<file path="src/rtl/bram_share_pkg.sv">
// Shared constants, state encoding and bus-lane helper for the shared 512x8 block RAM controller.
package bram_share_pkg;

    localparam int unsigned ADDR_W = 9;
    localparam int unsigned DATA_W = 8;

    typedef enum logic {
        ST_CLEAR = 1'b0,
        ST_ARB   = 1'b1
    } state_e;

    localparam logic PORT_A = 1'b0;
    localparam logic PORT_B = 1'b1;

    // In 512x8 mode the RAM carries data on the even lanes of its 16-bit bus.
    function automatic logic [15:0] spread8(input logic [7:0] b);
        logic [15:0] w;
        w = 16'h0000;
        for (int i = 0; i < 8; i++) begin
            w[2*i] = b[i];
        end
        return w;
    endfunction

endpackage

</file>
<file path="src/rtl/rr_arb2.sv">
// Two-requester round-robin arbiter; the port not granted last wins a tie.
module rr_arb2
    import bram_share_pkg::*;
(
    input  logic       clk,
    input  logic       resetn,
    input  logic [1:0] req,
    input  logic       enable,
    output logic [1:0] gnt
);

    logic rr_last;

    always_comb begin
        gnt = 2'b00;
        if (enable) begin
            if (req == 2'b11) begin
                gnt = (rr_last == PORT_B) ? 2'b01 : 2'b10;
            end else begin
                gnt = req;
            end
        end
    end

    always_ff @(posedge clk or negedge resetn) begin
        if (!resetn) begin
            rr_last <= PORT_B;
        end else if (|gnt) begin
            rr_last <= gnt[1] ? PORT_B : PORT_A;
        end
    end

endmodule

</file>
<file path="src/rtl/sb_ram40_4k.sv">
// Behavioural model of the iCE40 SB_RAM40_4K primitive, 512x8 mode only (READ_MODE = WRITE_MODE = 1).
module SB_RAM40_4K #(
    parameter int READ_MODE  = 0,
    parameter int WRITE_MODE = 0
) (
    output logic [15:0] RDATA,
    input  logic [10:0] RADDR,
    input  logic        RCLK,
    input  logic        RCLKE,
    input  logic        RE,
    input  logic [10:0] WADDR,
    input  logic        WCLK,
    input  logic        WCLKE,
    input  logic        WE,
    input  logic [15:0] WDATA,
    input  logic [15:0] MASK
);

    localparam bit MODE_OK = (READ_MODE == 1) && (WRITE_MODE == 1);

    logic [7:0] mem [0:511];
    logic [7:0] rd_q;
    logic [7:0] wbyte;
    logic       unused_bits;

    assign wbyte = {WDATA[14], WDATA[12], WDATA[10], WDATA[8],
                    WDATA[6],  WDATA[4],  WDATA[2],  WDATA[0]};
    assign unused_bits = ^{RADDR[10:9], WADDR[10:9], MASK,
                           WDATA[15], WDATA[13], WDATA[11], WDATA[9],
                           WDATA[7],  WDATA[5],  WDATA[3],  WDATA[1]};

    always_ff @(posedge WCLK) begin
        if (MODE_OK && WCLKE && WE) begin
            mem[WADDR[8:0]] <= wbyte;
        end
    end

    always_ff @(posedge RCLK) begin
        if (RCLKE && RE) begin
            rd_q <= mem[RADDR[8:0]];
        end
    end

    assign RDATA = {1'b0, rd_q[7], 1'b0, rd_q[6], 1'b0, rd_q[5], 1'b0, rd_q[4],
                    1'b0, rd_q[3], 1'b0, rd_q[2], 1'b0, rd_q[1], 1'b0, rd_q[0]};

endmodule

</file>
<file path="src/rtl/bram_share_ctrl.sv">
// Two-port shared access to one SB_RAM40_4K (512x8) with an optional clear-after-reset sweep.
module bram_share_ctrl #(
    parameter int unsigned           ADDR_W         = bram_share_pkg::ADDR_W,
    parameter int unsigned           DATA_W         = bram_share_pkg::DATA_W,
    parameter bit                    CLEAR_ON_RESET = 1'b1,
    parameter logic [DATA_W-1:0]     CLEAR_VALUE    = 8'h00
) (
    input  logic              clk,
    input  logic              resetn,
    input  logic              a_req,
    input  logic              a_we,
    input  logic [ADDR_W-1:0] a_addr,
    input  logic [DATA_W-1:0] a_wdata,
    output logic              a_gnt,
    output logic              a_rvalid,
    output logic [DATA_W-1:0] a_rdata,
    input  logic              b_req,
    input  logic              b_we,
    input  logic [ADDR_W-1:0] b_addr,
    input  logic [DATA_W-1:0] b_wdata,
    output logic              b_gnt,
    output logic              b_rvalid,
    output logic [DATA_W-1:0] b_rdata,
    output logic              busy
);

    import bram_share_pkg::*;

    state_e              state_q, state_d;
    logic [ADDR_W-1:0]   clr_addr_q, clr_addr_d;
    logic [1:0]          gnt;
    logic                sel_b;
    logic                ram_we, ram_re;
    logic [ADDR_W-1:0]   ram_addr;
    logic [DATA_W-1:0]   ram_wbyte;
    logic [15:0]         ram_rdata;
    logic [DATA_W-1:0]   ram_byte;
    logic [DATA_W-1:0]   a_hold_q, b_hold_q;
    logic                unused_rdata;

    rr_arb2 u_arb (
        .clk    (clk),
        .resetn (resetn),
        .req    ({b_req, a_req}),
        .enable (state_q == ST_ARB),
        .gnt    (gnt)
    );

    assign a_gnt = gnt[PORT_A];
    assign b_gnt = gnt[PORT_B];
    assign sel_b = gnt[PORT_B];
    assign busy  = (state_q == ST_CLEAR) || !resetn;

    // Next state and RAM port drive: the clear sweep owns the RAM until ARB.
    always_comb begin
        state_d    = state_q;
        clr_addr_d = clr_addr_q;
        ram_we     = 1'b0;
        ram_re     = 1'b0;
        ram_addr   = sel_b ? b_addr : a_addr;
        ram_wbyte  = sel_b ? b_wdata : a_wdata;
        case (state_q)
            ST_CLEAR: begin
                ram_we     = 1'b1;
                ram_addr   = clr_addr_q;
                ram_wbyte  = CLEAR_VALUE;
                clr_addr_d = clr_addr_q + ADDR_W'(1);
                if (&clr_addr_q) begin
                    state_d = ST_ARB;
                end
            end
            ST_ARB: begin
                if (|gnt) begin
                    ram_we = sel_b ? b_we : a_we;
                    ram_re = !(sel_b ? b_we : a_we);
                end
            end
            default: state_d = ST_ARB;
        endcase
    end

    always_ff @(posedge clk or negedge resetn) begin
        if (!resetn) begin
            state_q    <= CLEAR_ON_RESET ? ST_CLEAR : ST_ARB;
            clr_addr_q <= '0;
        end else begin
            state_q    <= state_d;
            clr_addr_q <= clr_addr_d;
        end
    end

    SB_RAM40_4K #(
        .READ_MODE  (1),
        .WRITE_MODE (1)
    ) u_ram (
        .RDATA (ram_rdata),
        .RADDR (11'(ram_addr)),
        .RCLK  (clk),
        .RCLKE (1'b1),
        .RE    (ram_re),
        .WADDR (11'(ram_addr)),
        .WCLK  (clk),
        .WCLKE (1'b1),
        .WE    (ram_we),
        .WDATA (spread8(8'(ram_wbyte))),
        .MASK  (16'h0000)
    );

    assign ram_byte = DATA_W'({ram_rdata[14], ram_rdata[12], ram_rdata[10], ram_rdata[8],
                               ram_rdata[6],  ram_rdata[4],  ram_rdata[2],  ram_rdata[0]});
    assign unused_rdata = ^{ram_rdata[15], ram_rdata[13], ram_rdata[11], ram_rdata[9],
                            ram_rdata[7],  ram_rdata[5],  ram_rdata[3],  ram_rdata[1]};

    // RAM output is already registered; the hold registers keep it after other traffic.
    always_ff @(posedge clk or negedge resetn) begin
        if (!resetn) begin
            a_rvalid <= 1'b0;
            b_rvalid <= 1'b0;
            a_hold_q <= '0;
            b_hold_q <= '0;
        end else begin
            a_rvalid <= gnt[PORT_A] & ~a_we;
            b_rvalid <= gnt[PORT_B] & ~b_we;
            if (a_rvalid) a_hold_q <= ram_byte;
            if (b_rvalid) b_hold_q <= ram_byte;
        end
    end

    assign a_rdata = a_rvalid ? ram_byte : a_hold_q;
    assign b_rdata = b_rvalid ? ram_byte : b_hold_q;

endmodule

</file>
<file path="config.mk">
export PLATFORM = sky130hd
export DESIGN_NAME = bram_share_ctrl
export DESIGN_NICKNAME = d
export VERILOG_FILES = /design/src/rtl/bram_share_pkg.sv /design/src/rtl/rr_arb2.sv /design/src/rtl/sb_ram40_4k.sv /design/src/rtl/bram_share_ctrl.sv
export SDC_FILE = /design/constraint.sdc
export NUM_CORES = 2
export LEC_CHECK = 0
export CORE_ASPECT_RATIO = 0.8
export CORE_MARGIN = 4
export CORE_UTILIZATION = 55
export DETAILED_ROUTE_END_ITERATION = 8
export PLACE_DENSITY = 0.71
export SKIP_CTS_REPAIR_TIMING = 1
export SYNTH_ARGS = -nofsm -noshare
export SYNTH_HDL_FRONTEND = slang
export SYNTH_SLANG_ARGS = --single-unit
export TNS_END_PERCENT = 5
</file>
<file path="constraint.sdc">
create_clock -name clk -period 10.7 [get_ports clk]
set_clock_uncertainty 0.2 [all_clocks]
set_input_delay 2.14 -clock clk [delete_from_list [all_inputs] [get_ports clk]]
set_output_delay 2.14 -clock clk [all_outputs]
set_load 0.01 [all_outputs]
</file>
==> summary.md <==
| Metric | Value |
|---|---|
| Worst min path class | `reg2reg` |
| IO Count | `a little over 60` |
| CTS tree | `yes` |
| WL final | `~410000 um` |
| Sw Ratio | `0.188` |
| Critical-path maximum fanout | `68` |
| CTS H-Tree Depth | `5` |
| Via-per-instance ratio | `roughly 7.0` |
| Req. time, crit path | `11.09 ns` |
| Clock Path Buffers | `4` |
| Core box area | `roughly 280000 um2` |
| Sequential share of power | `0.574` |
| Worst Setup End Kind | `flip-flop` |
| DRT antenna net count | `0` |
| Initial antenna violation count | `16` |
| GP Congestion | `slightly below 0.9` |
| Sequential element share of the synthesized area | `0.805` |
| DP Cell Count | `12.2k` |
| Final worst setup slack | `2.65 ns` |
| DRC | `0` |
| Share of the synthesized area in the top cell type | `0.800` |
| Worst Hold Slack | `about 0.3 ns` |
| Relative slew margins | `-0.00511` |
| Grt ovf | `0` |
| Yosys warning count | `0` |
| 1st-iter DRT viols | `roughly 16k` |
| Post-synthesis cell type count | `66` |
| Mapped Area | `154000 um2` |
| Crit path buf inv count | `4` |
| Worst Path Arrival | `between 8 and 9 ns` |
| Total track usage | `0.278` |
| Via count | `between 80k and 90k` |
| Count leader, synth | `edfxtp_1` |
| First-pass GRT wire length | `just under 600000 um` |
| Layout cells sized above 1 | `0.0818` |
| Async SR Flop Fraction | `0.00702` |
| Area of the die | `slightly below 300000 um2` |
| CP delay by family, top | `compound AO/OA/AOI/OAI gates` |
| Worst setup SP type | `input port` |
| XOR/XNOR Fraction of Synth Area | `0.000398` |
| Post-DP HPWL | `~230000 um` |
| Area leader, netlist | `edfxtp_1` |
| Syn Nets | `between 9k and 10k` |
| CTS Buf Count | `367` |
| Min Tclk post-route | `roughly 8.1 ns` |
| Internal | `about 25 mW` |
| Worst-path cell chain | `clkdlybuf4s50_1 > a21bo_1 > nand2_1 > o221ai_2 > or2_4 > buf_12 > buf_4 > buf_4 > a21oi_1 > o41ai_1 > nand4_1 > a22oi_1 > nand4_1` |
| DIE HEIGHT | `between 400 and 500 um` |
| Rows | `around 170` |
| Synth Area in Compound Gates | `0.152` |
| Status | `complete, but fails checks` |
| Setup_tns | `0 ns` |
| Final Non-Filler Cells | `~13k` |
| #FFs+latches synth | `roughly 4.1k` |
| Comb power frac | `0.001` |
| Main synth FF type | `edfxtp_1` |
| Most frequent cells after synthesis | `edfxtp_1 (4104), a22oi_1 (2054), a21oi_1 (1014)` |
| Simple-gate share of the synthesized area | `0.0202` |
| Clock latency on the worst-skew pair | `between 0.9 and 1 ns` |
| Chip width | `600 um` |
| Post-synthesis mux area share | `0.00150` |
| Final Hold Viols | `0` |
| Synth Area in Adders | `0.000162` |
| Main area contributors after synthesis | `edfxtp_1 (80%), a22oi_1 (10%), a21oi_1 (3.3%)` |
| P_sw | `roughly 5.7 mW` |
| Largest net degree at the start of global routing | `between 200 and 250` |
| Slowest cell delay on critical path | `1.06 ns` |
| RSZ-0062 raised after global routing | `no` |
| Count of clock tree sinks | `roughly 4.1k` |
| Number of synthesized flops with an enable pin | `between 4k and 5k` |
| Mapped Cells | `9000` |
| Final core occ | `0.610` |
| CTS root buf | `clkbuf_16` |
| Period utilization | `0.753` |
| Setup violators final | `0` |
| Drt wl/cell | `~32 um` |
| Slowest-stage cell, CP | `o41ai_1` |
| Vias in the first global route | `around 84k` |
| Fmax | `between 0.1 and 0.15 GHz` |
| Mean Syn Cell Area | `around 17 um2` |
| Clock transition at the registers of the reported paths | `roughly 0.06 ns` |
| Lkg Pwr | `48.0 nW` |
| Tightest Pin Transition | `approximately 1.5 ns` |
| Critical path class | `in2reg` |
| Area delta synth->final | `10.2%` |
| Slew Viols, Final | `1` |
| Worst vdd ir | `between 0.0002 and 0.00025 V` |
| Violated checks | `capacitance limit, slew limit` |
| Largest family of logic cells by synthesized area | `compound AO/OA/AOI/OAI gates` |
| Clock share of power | `0.425` |
| Initial Util | `0.554` |
| Placement Setup Slack | `between 2 and 2.5 ns` |
| Max Cap Viol | `1` |
| IO Port Bufs | `60` |
| Drt pass-1 iters | `7` |
| Final #Nets | `a little under 9k` |
| PD cells | `about 180 nW/um2` |
-- worst paths after layout --
| path | to | cells past startpoint | slack [ns] | startpoint |
|---|---|---|---|---|
| min in group asynchronous | clr_addr_q[2]$_DFFE_PN0N_ | 2 | 1.44 | resetn |
| min | b_hold_q[2]$_DFF_PN0_ | 1 | 0.30 | b_hold_q[2]$_DFF_PN0_ |
| min reg2reg | b_hold_q[2]$_DFF_PN0_ | 1 | 0.30 | b_hold_q[2]$_DFF_PN0_ |
| max | u_ram.rd_q[0]$_DFFE_PP_ | 13 | 2.65 | a_req |
| max reg2reg | u_ram.rd_q[0]$_DFFE_PP_ | 12 | 3.91 | u_arb.rr_last$_DFFE_PN1P_ |
| max in group asynchronous | u_arb.rr_last$_DFFE_PN1P_ | 2 | 8.54 | resetn |
-- kinds of logic after synthesis --
kind of cell             count (synthesis)
flip-flops                            4133
AO/OA/AOI/OAI                         3397
AND/OR/NAND/NOR                        739
buffers and inverters                  702
multiplexers                            20
XOR/XNOR                                 7
adder cells (fa/ha/maj)                  2
-- power by group through the flow --
stage | sequential (mW) | combinational (mW) | clock [mW]
finish | 17.5 | 0.0266 | 13.0
detailed placement | 17.9 | 0.0267 | 0
CTS | 17.5 | 0.0268 | 13.0
floorplan | 17.9 | 0.00628 | 0
global placement | 17.9 | 0.0266 | 0
global route | 17.5 | 0.0284 | 13.7
-- flip-flops by register name, indices dropped and copies added, names as in the netlist --
register,count
b_hold_q,8
state_q,1
b_rvalid,1
u_ram.rd_q,8
u_arb.rr_last,1
a_hold_q,8
u_ram.mem,4096
a_rvalid,1
clr_addr_q,9
-- per-stage QoR --
step                power, mW  cell area [um2]
floorplan                17.9           154000
global placement         17.9           158000
detailed placement       17.9           158000
CTS                      30.5           170000
global route             31.3           170000
finish                   30.5           170000
-- metal layers --
metal	wire length, um	vias to the layer above	part of all wire	track usage
met5	95	-	0.00023	0
li1	-	37000	-	-
met2	182000	6712	0.44	0.405
met3	53800	818	0.13	0.0633
met1	160000	45300	0.39	0.420
met4	14900	14	0.036	0.0922
-- area by class of cell --
| type | count | area (um2) |
|---|---|---|
| clock inverter | 197 | 1840 |
| antenna | 10 | 25.0 |
| sequential | 4133 | 124000 |
| timing repair buffer | 237 | 2450 |
| clock buffer | 453 | 9720 |
| multi-input combinational | 4165 | 27100 |
| tap | 3675 | 4600 |
| fill | 19300 | 108000 |
| inverter | 7 | 26.3 |
-- layout by cell type, fill, tap and decap left out, types with 25 or more instances in the layout --
cell type / synthesis / layout
a22oi_1: 2054 / 2054
clkinv_1: 0 / 85
nand4_1: 65 / 65
clkbuf_16: 0 / 376
clkbuf_1: 364 / 75
o41ai_1: 238 / 237
clkinv_2: 0 / 52
bufinv_16: 0 / 33
buf_4: 19 / 135
nor2_1: 527 / 524
buf_12: 0 / 42
nand2_4: 0 / 25
nand2_1: 77 / 52
a21oi_1: 1014 / 1014
clkdlybuf4s50_1: 0 / 60
edfxtp_1: 4104 / 4104
dfrtp_1: 28 / 28
Power figures use the tool's default switching activity.
